--- src/rtl/axis_pkg.sv ---
// Shared types and register map for the AXI-Stream framing path.
package axis_pkg;

    // One complex-free sample as carried on the stream buses.
    typedef logic signed [15:0] sample_t_int;

    localparam int SAMPLE_W = $bits(sample_t_int);

    // Framer register byte offsets on the APB port.
    localparam logic [7:0] FRM_CTRL_OFS   = 8'h00;
    localparam logic [7:0] FRM_STATUS_OFS = 8'h04;
    localparam logic [7:0] FRM_BEAT_OFS   = 8'h08;

    // Word index of a byte offset, as decoded from paddr[3:2].
    function automatic logic [1:0] frm_word_idx(input logic [7:0] ofs);
        return ofs[3:2];
    endfunction

endpackage

--- src/rtl/axis_skid_buf.sv ---
// Two-entry buffer with a registered upstream ready, one-cycle latency
// and full throughput when the downstream side is always ready.
module axis_skid_buf #(
    parameter int W = 8
) (
    input  logic         clk,
    input  logic         rst_n,
    input  logic         flush,
    input  logic         s_valid,
    output logic         s_ready,
    input  logic [W-1:0] s_data,
    output logic         m_valid,
    input  logic         m_ready,
    output logic [W-1:0] m_data
);

    logic [W-1:0] mem [2];
    logic         wr_ptr;
    logic         rd_ptr;
    logic [1:0]   count;
    logic [1:0]   count_nxt;
    logic         push;
    logic         pop;

    assign push    = s_valid & s_ready;
    assign pop     = m_valid & m_ready;
    assign m_valid = (count != 2'd0);
    assign m_data  = mem[rd_ptr];

    // Occupancy after this cycle's push/pop; drives the registered ready.
    always_comb begin
        count_nxt = count + {1'b0, push} - {1'b0, pop};
    end

    // Storage, pointers and ready; flush empties the buffer in one cycle.
    always_ff @(posedge clk or negedge rst_n) begin
        if (!rst_n) begin
            for (int i = 0; i < 2; i++) mem[i] <= '0;
            wr_ptr  <= 1'b0;
            rd_ptr  <= 1'b0;
            count   <= 2'd0;
            s_ready <= 1'b1;
        end else if (flush) begin
            wr_ptr  <= 1'b0;
            rd_ptr  <= 1'b0;
            count   <= 2'd0;
            s_ready <= 1'b1;
        end else begin
            count   <= count_nxt;
            s_ready <= (count_nxt != 2'd2);
            if (push) begin
                mem[wr_ptr] <= s_data;
                wr_ptr      <= ~wr_ptr;
            end
            if (pop) rd_ptr <= ~rd_ptr;
        end
    end

endmodule

--- src/rtl/axis_framer.sv ---
// Cuts an unframed sample stream into packets of PKT_LEN beats with tlast,
// under APB control (enable, single-packet mode, soft reset).
//
// state | meaning
// IDLE  | input blocked; buffered beats may still drain
// RUN   | accepting beats; leaves only after a tlast beat is accepted
module axis_framer
    import axis_pkg::*;
#(
    parameter  int FFT_SIZE = 8192,
    parameter  int BUS_NUM  = 2,
    parameter  int APB_AW   = 4,
    localparam int PKT_LEN  = FFT_SIZE / BUS_NUM,
    localparam int CNT_W    = $clog2(PKT_LEN)
) (
    input  logic              clk,
    input  logic              rst_n,
    input  logic              in_tvalid,
    output logic              in_tready,
    input  sample_t_int       in_tdata [BUS_NUM],
    output logic              out_tvalid,
    input  logic              out_tready,
    output logic              out_tlast,
    output sample_t_int       out_tdata [BUS_NUM],
    input  logic              psel,
    input  logic              penable,
    input  logic              pwrite,
    input  logic [APB_AW-1:0] paddr,
    input  logic [31:0]       pwdata,
    output logic [31:0]       prdata
);

    localparam logic [1:0] ST_IDLE = 2'd0;
    localparam logic [1:0] ST_RUN  = 2'd1;

    localparam int               PAY_W    = BUS_NUM * SAMPLE_W + 1;
    localparam logic [CNT_W-1:0] LAST_IDX = CNT_W'(PKT_LEN - 1);
    localparam logic [1:0]       IDX_CTRL   = frm_word_idx(FRM_CTRL_OFS);
    localparam logic [1:0]       IDX_STATUS = frm_word_idx(FRM_STATUS_OFS);
    localparam logic [1:0]       IDX_BEAT   = frm_word_idx(FRM_BEAT_OFS);

    logic [1:0]       state;
    logic             en;
    logic             single;
    logic [CNT_W-1:0] beat_cnt;
    logic [15:0]      pkt_cnt;
    logic             wr_ctrl;
    logic             soft_rst;
    logic             buf_ready;
    logic             accept;
    logic             last_beat;
    logic             pkt_done;
    logic [PAY_W-1:0] pay_in;
    logic [PAY_W-1:0] pay_out;
    logic             unused_bits;

    assign wr_ctrl   = psel & ~penable & pwrite & (paddr[3:2] == IDX_CTRL);
    assign soft_rst  = wr_ctrl & pwdata[8];
    assign in_tready = (state == ST_RUN) & buf_ready;
    assign accept    = in_tvalid & in_tready;
    assign last_beat = (beat_cnt == LAST_IDX);
    assign pkt_done  = accept & last_beat;
    assign unused_bits = ^{pwdata, paddr};

    // CTRL bits; single-packet mode drops EN when its packet is fully accepted.
    always_ff @(posedge clk or negedge rst_n) begin
        if (!rst_n) begin
            en     <= 1'b0;
            single <= 1'b0;
        end else if (soft_rst) begin
            en     <= 1'b0;
            single <= 1'b0;
        end else begin
            if (pkt_done && single) en <= 1'b0;
            if (wr_ctrl) begin
                en     <= pwdata[0];
                single <= pwdata[1];
            end
        end
    end

    // Framing FSM; only a packet boundary can take RUN back to IDLE.
    always_ff @(posedge clk or negedge rst_n) begin
        if (!rst_n) begin
            state <= ST_IDLE;
        end else if (soft_rst) begin
            state <= ST_IDLE;
        end else begin
            case (state)
                ST_IDLE: if (en) state <= ST_RUN;
                ST_RUN:  if (pkt_done && (single || !en)) state <= ST_IDLE;
                default: state <= ST_IDLE;
            endcase
        end
    end

    // Beat index within the packet and emitted-packet count.
    always_ff @(posedge clk or negedge rst_n) begin
        if (!rst_n) begin
            beat_cnt <= '0;
            pkt_cnt  <= '0;
        end else if (soft_rst) begin
            beat_cnt <= '0;
            pkt_cnt  <= '0;
        end else begin
            if (accept) beat_cnt <= last_beat ? '0 : beat_cnt + 1'b1;
            if (out_tvalid && out_tready && out_tlast) pkt_cnt <= pkt_cnt + 16'd1;
        end
    end

    // Pack samples plus the tlast tag into one buffer word.
    always_comb begin
        pay_in = '0;
        pay_in[PAY_W-1] = last_beat;
        for (int i = 0; i < BUS_NUM; i++) pay_in[i*SAMPLE_W +: SAMPLE_W] = in_tdata[i];
    end

    axis_skid_buf #(.W(PAY_W)) u_skid (
        .clk     (clk),
        .rst_n   (rst_n),
        .flush   (soft_rst),
        .s_valid (in_tvalid & (state == ST_RUN)),
        .s_ready (buf_ready),
        .s_data  (pay_in),
        .m_valid (out_tvalid),
        .m_ready (out_tready),
        .m_data  (pay_out)
    );

    // Unpack the buffer head onto the output bus.
    always_comb begin
        out_tlast = pay_out[PAY_W-1];
        for (int i = 0; i < BUS_NUM; i++) out_tdata[i] = pay_out[i*SAMPLE_W +: SAMPLE_W];
    end

    // Register readback, combinational from the address.
    always_comb begin
        prdata = 32'd0;
        case (paddr[3:2])
            IDX_CTRL:   prdata = {30'd0, single, en};
            IDX_STATUS: prdata = {pkt_cnt, 14'd0, state};
            IDX_BEAT:   prdata = 32'(beat_cnt);
            default:    prdata = 32'd0;
        endcase
    end

endmodule

--- config.mk ---
export PLATFORM = sky130hd
export DESIGN_NAME = axis_framer
export DESIGN_NICKNAME = d
export VERILOG_FILES = /design/src/rtl/axis_pkg.sv /design/src/rtl/axis_skid_buf.sv /design/src/rtl/axis_framer.sv
export SDC_FILE = /design/constraint.sdc
export NUM_CORES = 1
export LEC_CHECK = 0
export CORE_MARGIN = 3
export CORE_UTILIZATION = 40
export CTS_CLUSTER_SIZE = 14
export DETAILED_ROUTE_END_ITERATION = 8
export PLACE_DENSITY_LB_ADDON = 0.2
export RECOVER_POWER = 25
export SLEW_MARGIN = 20
export SYNTH_ARGS = -nofsm -noshare
export SYNTH_HDL_FRONTEND = slang
export SYNTH_HIERARCHICAL = 1
export SYNTH_SLANG_ARGS = --single-unit
--- constraint.sdc ---
create_clock -name clk -period 2.1 [get_ports clk]
set_clock_uncertainty 0.05 [all_clocks]
set_input_delay 0.315 -clock clk [delete_from_list [all_inputs] [get_ports clk]]
set_output_delay 0.315 -clock clk [all_outputs]
set_load 0.02 [all_outputs]
* Yosys cells after proc, flatten, opt, wreduce, memory -nomap -nowiden *
Cells that the tools add are included.

word-level totals
  output and inout port bits = 67
  bits in latches = 0
  input bits = 75
  memories = 0
  RAM bits = 0
  ROM bits = 0
  logic and storage cells = 86
  register bits after elaboration = 103

cells by class
  mux-type cells = 27
  equality and inequality tests = 7
  reduce and logical (&&, ||, !) cells = 18
  shift-type cells = 0
  $add $sub $neg = 4
  $mul = 0
  order comparisons = 3
  bitwise logic cells = 16
  divide/modulo/power cells = 0

operators by type and width
  kind                                                                    number
  33-bit two-way mux                                                      4
  32-bit one-hot mux with 3 select lines                                  1
  66-bit bitwise mux                                                      1
  12-bit two-way mux                                                      3
  33-bit demux with 1-bit select                                          1
  16-bit two-way mux                                                      2
  16-bit by 1-bit adder with 16-bit output (second input constant)        1
  12-bit by 1-bit adder with 12-bit output (second input constant)        1
  12-bit equality test (second input constant)                            1
  2-bit nonzero test                                                      6
  1-bit AND                                                               10
  1-bit two-way mux                                                       10
  2-bit two-way mux                                                       4
  3-bit inequality test (second input constant)                           2
  1-bit logical AND                                                       5
  2-bit by 1-bit equality test with 1-bit output (second input constant)  2
  2-bit >= comparator (second input constant)                             2
  2-bit logical NOT                                                       2
  1-bit inverter                                                          4
  1-bit inverter with 2-bit output                                        2
  2-bit one-hot mux with 2 select lines                                   1
  2-bit AND reduction                                                     2
  3-bit nonzero test                                                      1
  2-bit by 1-bit adder with 2-bit output                                  1
  6 further kinds                                                         6

* Logic depth before layout (Yosys ltp) *
Gate-level depths: netlist of run 1.

  word-level depth = 8
  gate-level depth with buffers = 8
  mapped depth without buffers = 7

* By module *
The synthesis of run 1 kept the hierarchy.

modules (own cells, without submodules)
  module         area each (um2)  times used  seq. area each (um2)  cells each
  axis_skid_buf  3281.9           1           1778.0                199
  axis_framer    1899.3           1           775.7                 214

* Worst setup path before layout of run 1 *
OpenSTA, ideal clock, no wires.

  path kind = input -> register
  from = in paddr[3]
  to = reg u_skid/mem[33] (netlist name)
  setup time = 125 ps
  setup slack = -214 ps
  data arrival time = 2139 ps
  data required time = 1925 ps
  stages on the path = 8
  buffers on the path = 4
  path through = nor4b_4 -> and3_1 -> clkbuf_1 -> buf_1 -> and4bb_1 -> buf_6 -> buf_12 -> mux2_4

on the way
  word-level cells in the longest chain between the ends = 5

RTL lines
  what                                  line                 source
  start: declaration                    axis_framer.sv:28    input logic [APB_AW-1:0] paddr,
  2-bit logical NOT                     axis_framer.sv:57    assign wr_ctrl = psel & ~penable & pwrite & (paddr[3:2] == IDX_CTRL);
  1-bit AND                             axis_framer.sv:57
  1-bit AND                             axis_framer.sv:58    assign soft_rst = wr_ctrl & pwdata[8];
  named net soft_rst                    axis_framer.sv:48    logic soft_rst;
  1-bit inverter (no source line)       n/a
  2-bit AND reduction (no source line)  n/a
  end signal: indexed assignment        axis_skid_buf.sv:52  mem[wr_ptr] <= s_data;
  end: declaration                      axis_skid_buf.sv:17  logic [W-1:0] mem [2];

The timed path passes the listed nets, and every way through them passes these cells.
A chain may end at the register's enable or synchronous reset.

==> impl_results.md, run 1 <==
* I/O Buffers at 106
* Max frequency at a little under 500 MHz
* Die Y at roughly 120 um
* Slowest CP cell: dfrtp_2
* Status: complete, no violations
* H-tree Lvls at 3
* CTS tree: yes
* Via count at 3,582
* Post-route DRC at 0
* CP Max Fanout at 17
* Antenna-violating nets left at 0
* Root buffer cell: clkbuf_16
* Power Density at 1330 nW/um^2
* Commonest non-fill, non-tap cell in the layout: dfrtp_1
* Share of cells above drive strength 1 at 34.6%
* Worst skew pair latency at 0.35 ns
* Fill count at roughly 1,100
* Netlist Area Pre-Place at 5180 um^2
* Delay-heaviest family, CP: buffers and inverters
* Final max-slew violation count at 0
* DR iter-0 viols at around 190
* Initial antenna violation count at 0
* Final Setup Violations at 0
* GRT Residual Overflow at 0
* Clock sinks at 102
* Area delta synth->final at 30.9%
* Yosys cell types at 55
* Setup crit start kind: flop
* Worst hold path type: input port to asynchronous set/reset pin
* Largest family of logic cells by synthesized area: multiplexers
* Clk buf depth at 2
* GRT Resource Usage Total at about 16%
* CTS clk-pin slew, worst paths at about 0.07 ns
* Area share of and/or/nand/nor cells after synthesis at approximately 15%
* Core Rows at 40
* Global-route wire length before repair at approximately 18,000 um
* Layout Utilization at 55.1%
* Routed vias/inst at 5.02
* Register area share after synthesis at around half
* Syn Area/Cell at between 10 and 15 um^2
* FFs w/ async S/R, synth at 100%
* Lkg Pwr at between 3 and 4 nW
* CP Class: flop to output pin
* Final Cycle Share at between 90 and 100%
* Post-synthesis mux area share at about a quarter
* Final instance area at approximately 6800 um^2
* Initial DRT Pass Iterations at 4
* Core Box Area at between 10,000 and 15,000 um^2
* Ys flop type: dfrtp_1
* CP arrival at between 1.5 and 2 ns
* Buf+Inv Stages, Crit Path at 2
* Initial Utilization at 42.1%
* Avg WL per Cell at around 16 um
* Post-Synth XOR/XNOR Area at 2.63%
* Routability congestion estimate at 0.783
* Die Footprint at approximately 14,000 um^2
* Post-Synth Adder-Cell Area at less than 1%
* Routed wire length at between 10,000 and 15,000 um
* Total design power at slightly above 9 mW
* Minimum clock period at slightly above 2 ns
* Synth warnings at 6
* CP startpoint: u_skid/rd_ptr$_DFFE_PN0P_
* Total CTS buffers at 9
* Worst IR Drop VDD at approximately 0.92 mV
* Worst rel slew slack at 6.15%
* Most frequent cells in the layout: 100 x dfrtp_1, 64 x mux2_2, 44 x clkdlybuf4s50_1
* Ant diodes at 0
* Slew @ Worst Pin at 1.41 ns
* Die Span X at roughly 120 um
* CP cell instances: buf_12, mux2_2, dlygate4sd2_1
* Max Cap Viol at 0
* I/O pin count at approximately 140
* Vias in the first global route at 3,650
* Biggest cell delay along the critical path at between 0.4 and 0.5 ns
* Post-synth EDFFs at 0
* Reg-to-Reg Start: u_skid/rd_ptr$_DFFE_PN0P_
* Final Hold Viols at 0
* Largest net degree at the start of global routing at roughly 100
* DP HPWL at 7560 um
* Final net count at between 600 and 700
* Synth Instances at 413
* Setup crit end kind: output pin
* Required time of the worst setup path at about 1.7 ns
* Compound-Gate Fraction of Synth Area at 3.94%
* DP Area at roughly 6600 um^2
* Flop and latch count out of synthesis at roughly 100
synth_stat cells (all sizes together) (2+ instances only):
cell type	instances	area, um^2
nor3	6	30.0
mux2	100	1240
nor4	4	25.0
nand3	12	65.1
or2	5	31.3
o21ai	8	40.0
inv	6	22.5
and2	28	176
xnor2	10	87.6
or4	6	48.8
and2b	2	17.5
mux2i	3	30.0
xor2	3	26.3
nor2	19	71.3
nand2	17	63.8
or3	9	57.6
buf	17	145
ha	4	50.1
dfrtp	101	2530
a21oi	14	70.1
nand4	7	71.3
nor2b	2	12.5
clkbuf	6	22.5
and3	2	12.5
o31ai	5	37.5
sequential cells by signal (all words and copies together), names as in the netlist:
register and flops:
single 1, u_skid/wr_ptr 1, u_skid/rd_ptr 1, beat_cnt 12
en 1, state 1, pkt_cnt 16, u_skid/count 2
u_skid/s_ready 1, u_skid/mem 66
metal layers:
metal  track usage [%]  vias to the layer above  share of wire (%)
met5                 0                        -                  0
met4              6.16                        0                1.5
met3              4.48                       12                6.3
met2              24.6                       91                 47
met1              21.2                     1762                 45
li1                  -                     1717                  -
cells by family (layout without fill, tap and decap cells):
kind of cell             after synthesis  in the layout
AO/OA/AOI/OAI                         34             34
XOR/XNOR                              14             14
adder cells (fa/ha/maj)                4              4
buffers and inverters                 29            159
flip-flops                           102            102
multiplexers                         103            103
other                                  1              4
AND/OR/NAND/NOR                      126            126
per-stage QoR:
step	setup slack (ns)	instances	TNS (ns)	hold slack, ns
4_1_cts	-0.00879	713	-0.0125	0.00325
3_3_place_gp	-0.290	696	-24.42	0.380
3_5_place_dp	-0.332	696	-28.25	0.381
2_1_floorplan	0.0170	416	0	-0.0306
6_report	0.0401	714	0	0.320
5_1_grt	-0.00962	714	-0.0458	0.463
timing repair:
item | CTS | global route
setup buffers | 0 | 1
gates resized for setup | 69 | 62
hold buffers | 0 | 0
endpoints found under the setup margin | 60 | 60
gates cloned | 1 | 0
worst paths after layout:
kind,end,slack [ns],cells past startpoint
setup / recovery,out_tdata[18],0.04,3
hold / removal,beat_cnt[10]$_DFFE_PN0P_,0.32,2
setup reg to reg,pkt_cnt[15]$_DFFE_PN0P_,0.15,5
hold reg to reg,u_skid/mem[14]$_DFFE_PN0P_,0.44,1
max in group asynchronous,u_skid/rd_ptr$_DFFE_PN0P_,0.65,2
min in group clk,u_skid/mem[14]$_DFFE_PN0P_,0.44,1
cell type report:
class	instances	area [um^2]	area share, %
well taps	168	210	3.10
clock inverters	6	71.3	1.05
clock buffers	10	239	3.52
repair buffers	137	1230	18.1
flip-flops and latches	102	2550	37.7
multi-input cells	285	2450	36.2
inverters	6	22.5	0.332
report_power, final:
group | internal [mW] | switching (mW)
clock | 0.963 | 0.757
sequential | 2.73 | 0.477
combinational | 2.29 | 1.84
(Power assumes the default switching activity.)
==> run 2, diff against run 1 <==
--- a/config.mk
+++ b/config.mk
@@ -6,7 +6,7 @@
 export NUM_CORES = 1
 export LEC_CHECK = 0
 export CORE_MARGIN = 3
-export CORE_UTILIZATION = 40
+export CORE_UTILIZATION = 30
 export CTS_CLUSTER_SIZE = 14
 export DETAILED_ROUTE_END_ITERATION = 8
 export PLACE_DENSITY_LB_ADDON = 0.2
==> run 2 against run 1 <==
Net effect:
- global-route usage down 2.7 points
- routed wire length up 7.2%
- cell area up 1.1%
- cell count up 7.8%
- worst setup slack better by 0.037 ns
- via count down 0.70%
- combinational power about the same
- die area up 32%
- count of clock-buffer cells in the layout up 5
- core utilization down 14 points
- sequential power about the same
- highest routed layer unchanged
==> impl_results.md, run 2 (same netlist as run 1, synthesis figures left out) <==
* Reg-to-Reg End: pkt_cnt[15]$_DFFE_PN0P_
* Pint at 5.84 mW
* Max reg flops at 66
* Slew @ Worst Pin at roughly 0.90 ns
* CTS tree: yes
* Placed Cells at between 700 and 800
* Worst IR Drop VDD at 0.890 mV
* Status: complete, no violations
* Hold_sp: u_skid/mem[10]$_DFFE_PN0P_
* Max frequency at about 490 MHz
* Hold Path End: u_skid/mem[10]$_DFFE_PN0P_
* CTS clk-pin slew, worst paths at about 0.06 ns
* Most frequent cells in the layout: 100 x dfrtp_1, 64 x mux2_2, 42 x clkdlybuf4s50_1
* Reg-to-reg slack, setup at 0.12 ns
* Post-route DRC at 0
* Non-Filler Instances at a little under 800
* Largest net degree at the start of global routing at 35
* CP Class: flop to output pin
* Total design power at ~8.8 mW
* Setup crit end kind: output pin
* H-tree Lvls at 3
* Die Span X at between 100 and 150 um
* Reg-to-Reg Start: u_skid/rd_ptr$_DFFE_PN0P_
* GRT Residual Overflow at 0
* Area delta synth->final at 32.3%
* Share of cells above drive strength 1 at ~34%
* Registers with the most flip-flops: u_skid/mem x66, pkt_cnt x16, beat_cnt x12
* Final Setup Violations at 0
* Lkg Pwr at 3.04 nW
* Core Rows at 47
* Hold Path Depth at 1
* Clk buf depth at 2
* Routed wire length at between 10,000 and 15,000 um
* Core Box Area at between 15,000 and 20,000 um^2
* Slowest CP cell: dfrtp_2
* Vias in the first global route at 3,740
* DR iter-0 viols at 140
* Clock sinks at roughly 100
* Die Footprint at about 19,000 um^2
* Largest Register: u_skid/mem
* CP cell instances: buf_12, mux2_2, clkdlybuf4s15_1
* Avg WL per Cell at 15.5 um
* I/O Buffers at roughly 110
* Ant diodes at 0
* Commonest non-fill, non-tap cell in the layout: dfrtp_1
* Switching power at 3.01 mW
* I/O pin count at 142
* Final net count at around 620
* Fill count at 1,596
* Final Hold Viols at 0
* RSZ-0062 raised after global routing: yes
* Required time of the worst setup path at around 1.7 ns
* CP arrival at 1.66 ns
* Global-route wire length before repair at roughly 20,000 um
* Initial antenna violation count at 0
* Layout Utilization at about two fifths
* Power Density at between 1000 and 1500 nW/um^2
* Combinational Power Share at between 40% and 50%
* Root buffer cell: clkbuf_16
* Sequential power share at 36.0%
* Total CTS buffers at 9
* DP HPWL at just over 8000 um
* Reg area at around 2600 um^2
* Setup crit start kind: flop
* Clock share of power at roughly 18%
* Sw Share at ~34%
* Antenna-violating nets left at 0
* Final Cycle Share at 96.3%
* Worst hold path type: flop to flop
* Buf+Inv Stages, Crit Path at 2
* Initial DRT Pass Iterations at 4
* Die Y at 137 um
* Max Cap Viol at 0
* Routed vias/inst at ~4.6
* Worst rel slew slack at 40.2%
* CP Max Fanout at 28
* Minimum clock period at about 2.0 ns
* GRT Resource Usage Total at approximately an eighth
* Delay-heaviest family, CP: buffers and inverters
* Worst skew pair latency at roughly 0.35 ns
* Routability congestion estimate at between 0.7 and 0.8
* Initial Utilization at 30.9%
* Footprint of the multi-input gates at 2460 um^2
* Biggest cell delay along the critical path at 0.41 ns
* Final max-slew violation count at 0
* R2R cell count at 5
* Via count at roughly 3,600
run 2: cell types whose count changed in the layout (fill, tap and decap cells not counted), sizes merged, moves of 2 or more:
cell           before  now
dlygate4sd2        20   13
clkbuf             36   38
clkdlybuf4s15      17   26
dlymetal6s2s        0    2
clkinv              3    1
clkinvlp            2    0
clkdlybuf4s50      44   42
buf                30   34
run 2: timing repair:
item                       CTS  global route
hold endpoints to repair    30             0
hold buffers                 1             0
setup endpoints to repair   61            82
gates resized for setup     76            60
setup buffers                0             0
run 2: power groups by stage:
stage	Combinational (mW)	Sequential [mW]	Clock [mW]
finish	4.09	3.19	1.57
global route	4.41	3.29	1.74
CTS	4.11	3.19	1.64
detailed placement	4.46	3.21	0
global placement	4.40	3.16	0
floorplan	2.89	3.05	0
run 2: cell type report:
cell class / count / area share, %
flip-flops and latches: 102 / 37.3
multi-input cells: 285 / 35.8
repair buffers: 141 / 18.6
well taps: 220 / 4.02
clock buffers: 15 / 3.91
inverters: 6 / 0.329
clock inverters: 1 / 0.0730
run 2: worst max-delay path by stage:
stage / from / to / slack (ns) / cells after the start
floorplan: u_skid/rd_ptr$_DFFE_PN0P_ / pkt_cnt[13]$_DFFE_PN0P_ / 0.02 / 6
detailed placement: paddr[3] / u_skid/mem[57]$_DFFE_PN0P_ / -0.32 / 6
global placement: paddr[3] / u_skid/mem[60]$_DFFE_PN0P_ / -0.31 / 6
finish: u_skid/rd_ptr$_DFFE_PN0P_ / out_tdata[5] / 0.08 / 3
global route: rst_n / pkt_cnt[5]$_DFFE_PN0P_ / -0.02 / 3
CTS: paddr[2] / prdata[24] / 0.0009 / 5
run 2: worst reg2reg max path: stages (launching register included):
cell	delay [ns]
dfrtp_2	0.44
mux2_4	0.25
nand3_2	0.09
or4_4	0.57
or3_1	0.34
a21oi_1	0.16
run 2: metal layers:
metal	routed length [um]	track usage [%]
met1	5370	16.6
met2	5660	21.1
met3	790	5.22
met4	112	3.22
met5	0	0
run 2: per-stage QoR:
step | hold slack, ns | area [um^2] | setup WS (ns) | TNS (ns)
after global placement | 0.259 | 6710 | -0.306 | -25.54
after detailed placement | 0.263 | 6710 | -0.325 | -27.98
after CTS | 0.447 | 6930 | 0.000869 | 0
after floorplan | -0.0306 | 5200 | 0.0170 | 0
final | 0.446 | 6860 | 0.0774 | 0
after global routing | 0.465 | 6860 | -0.0215 | -0.349
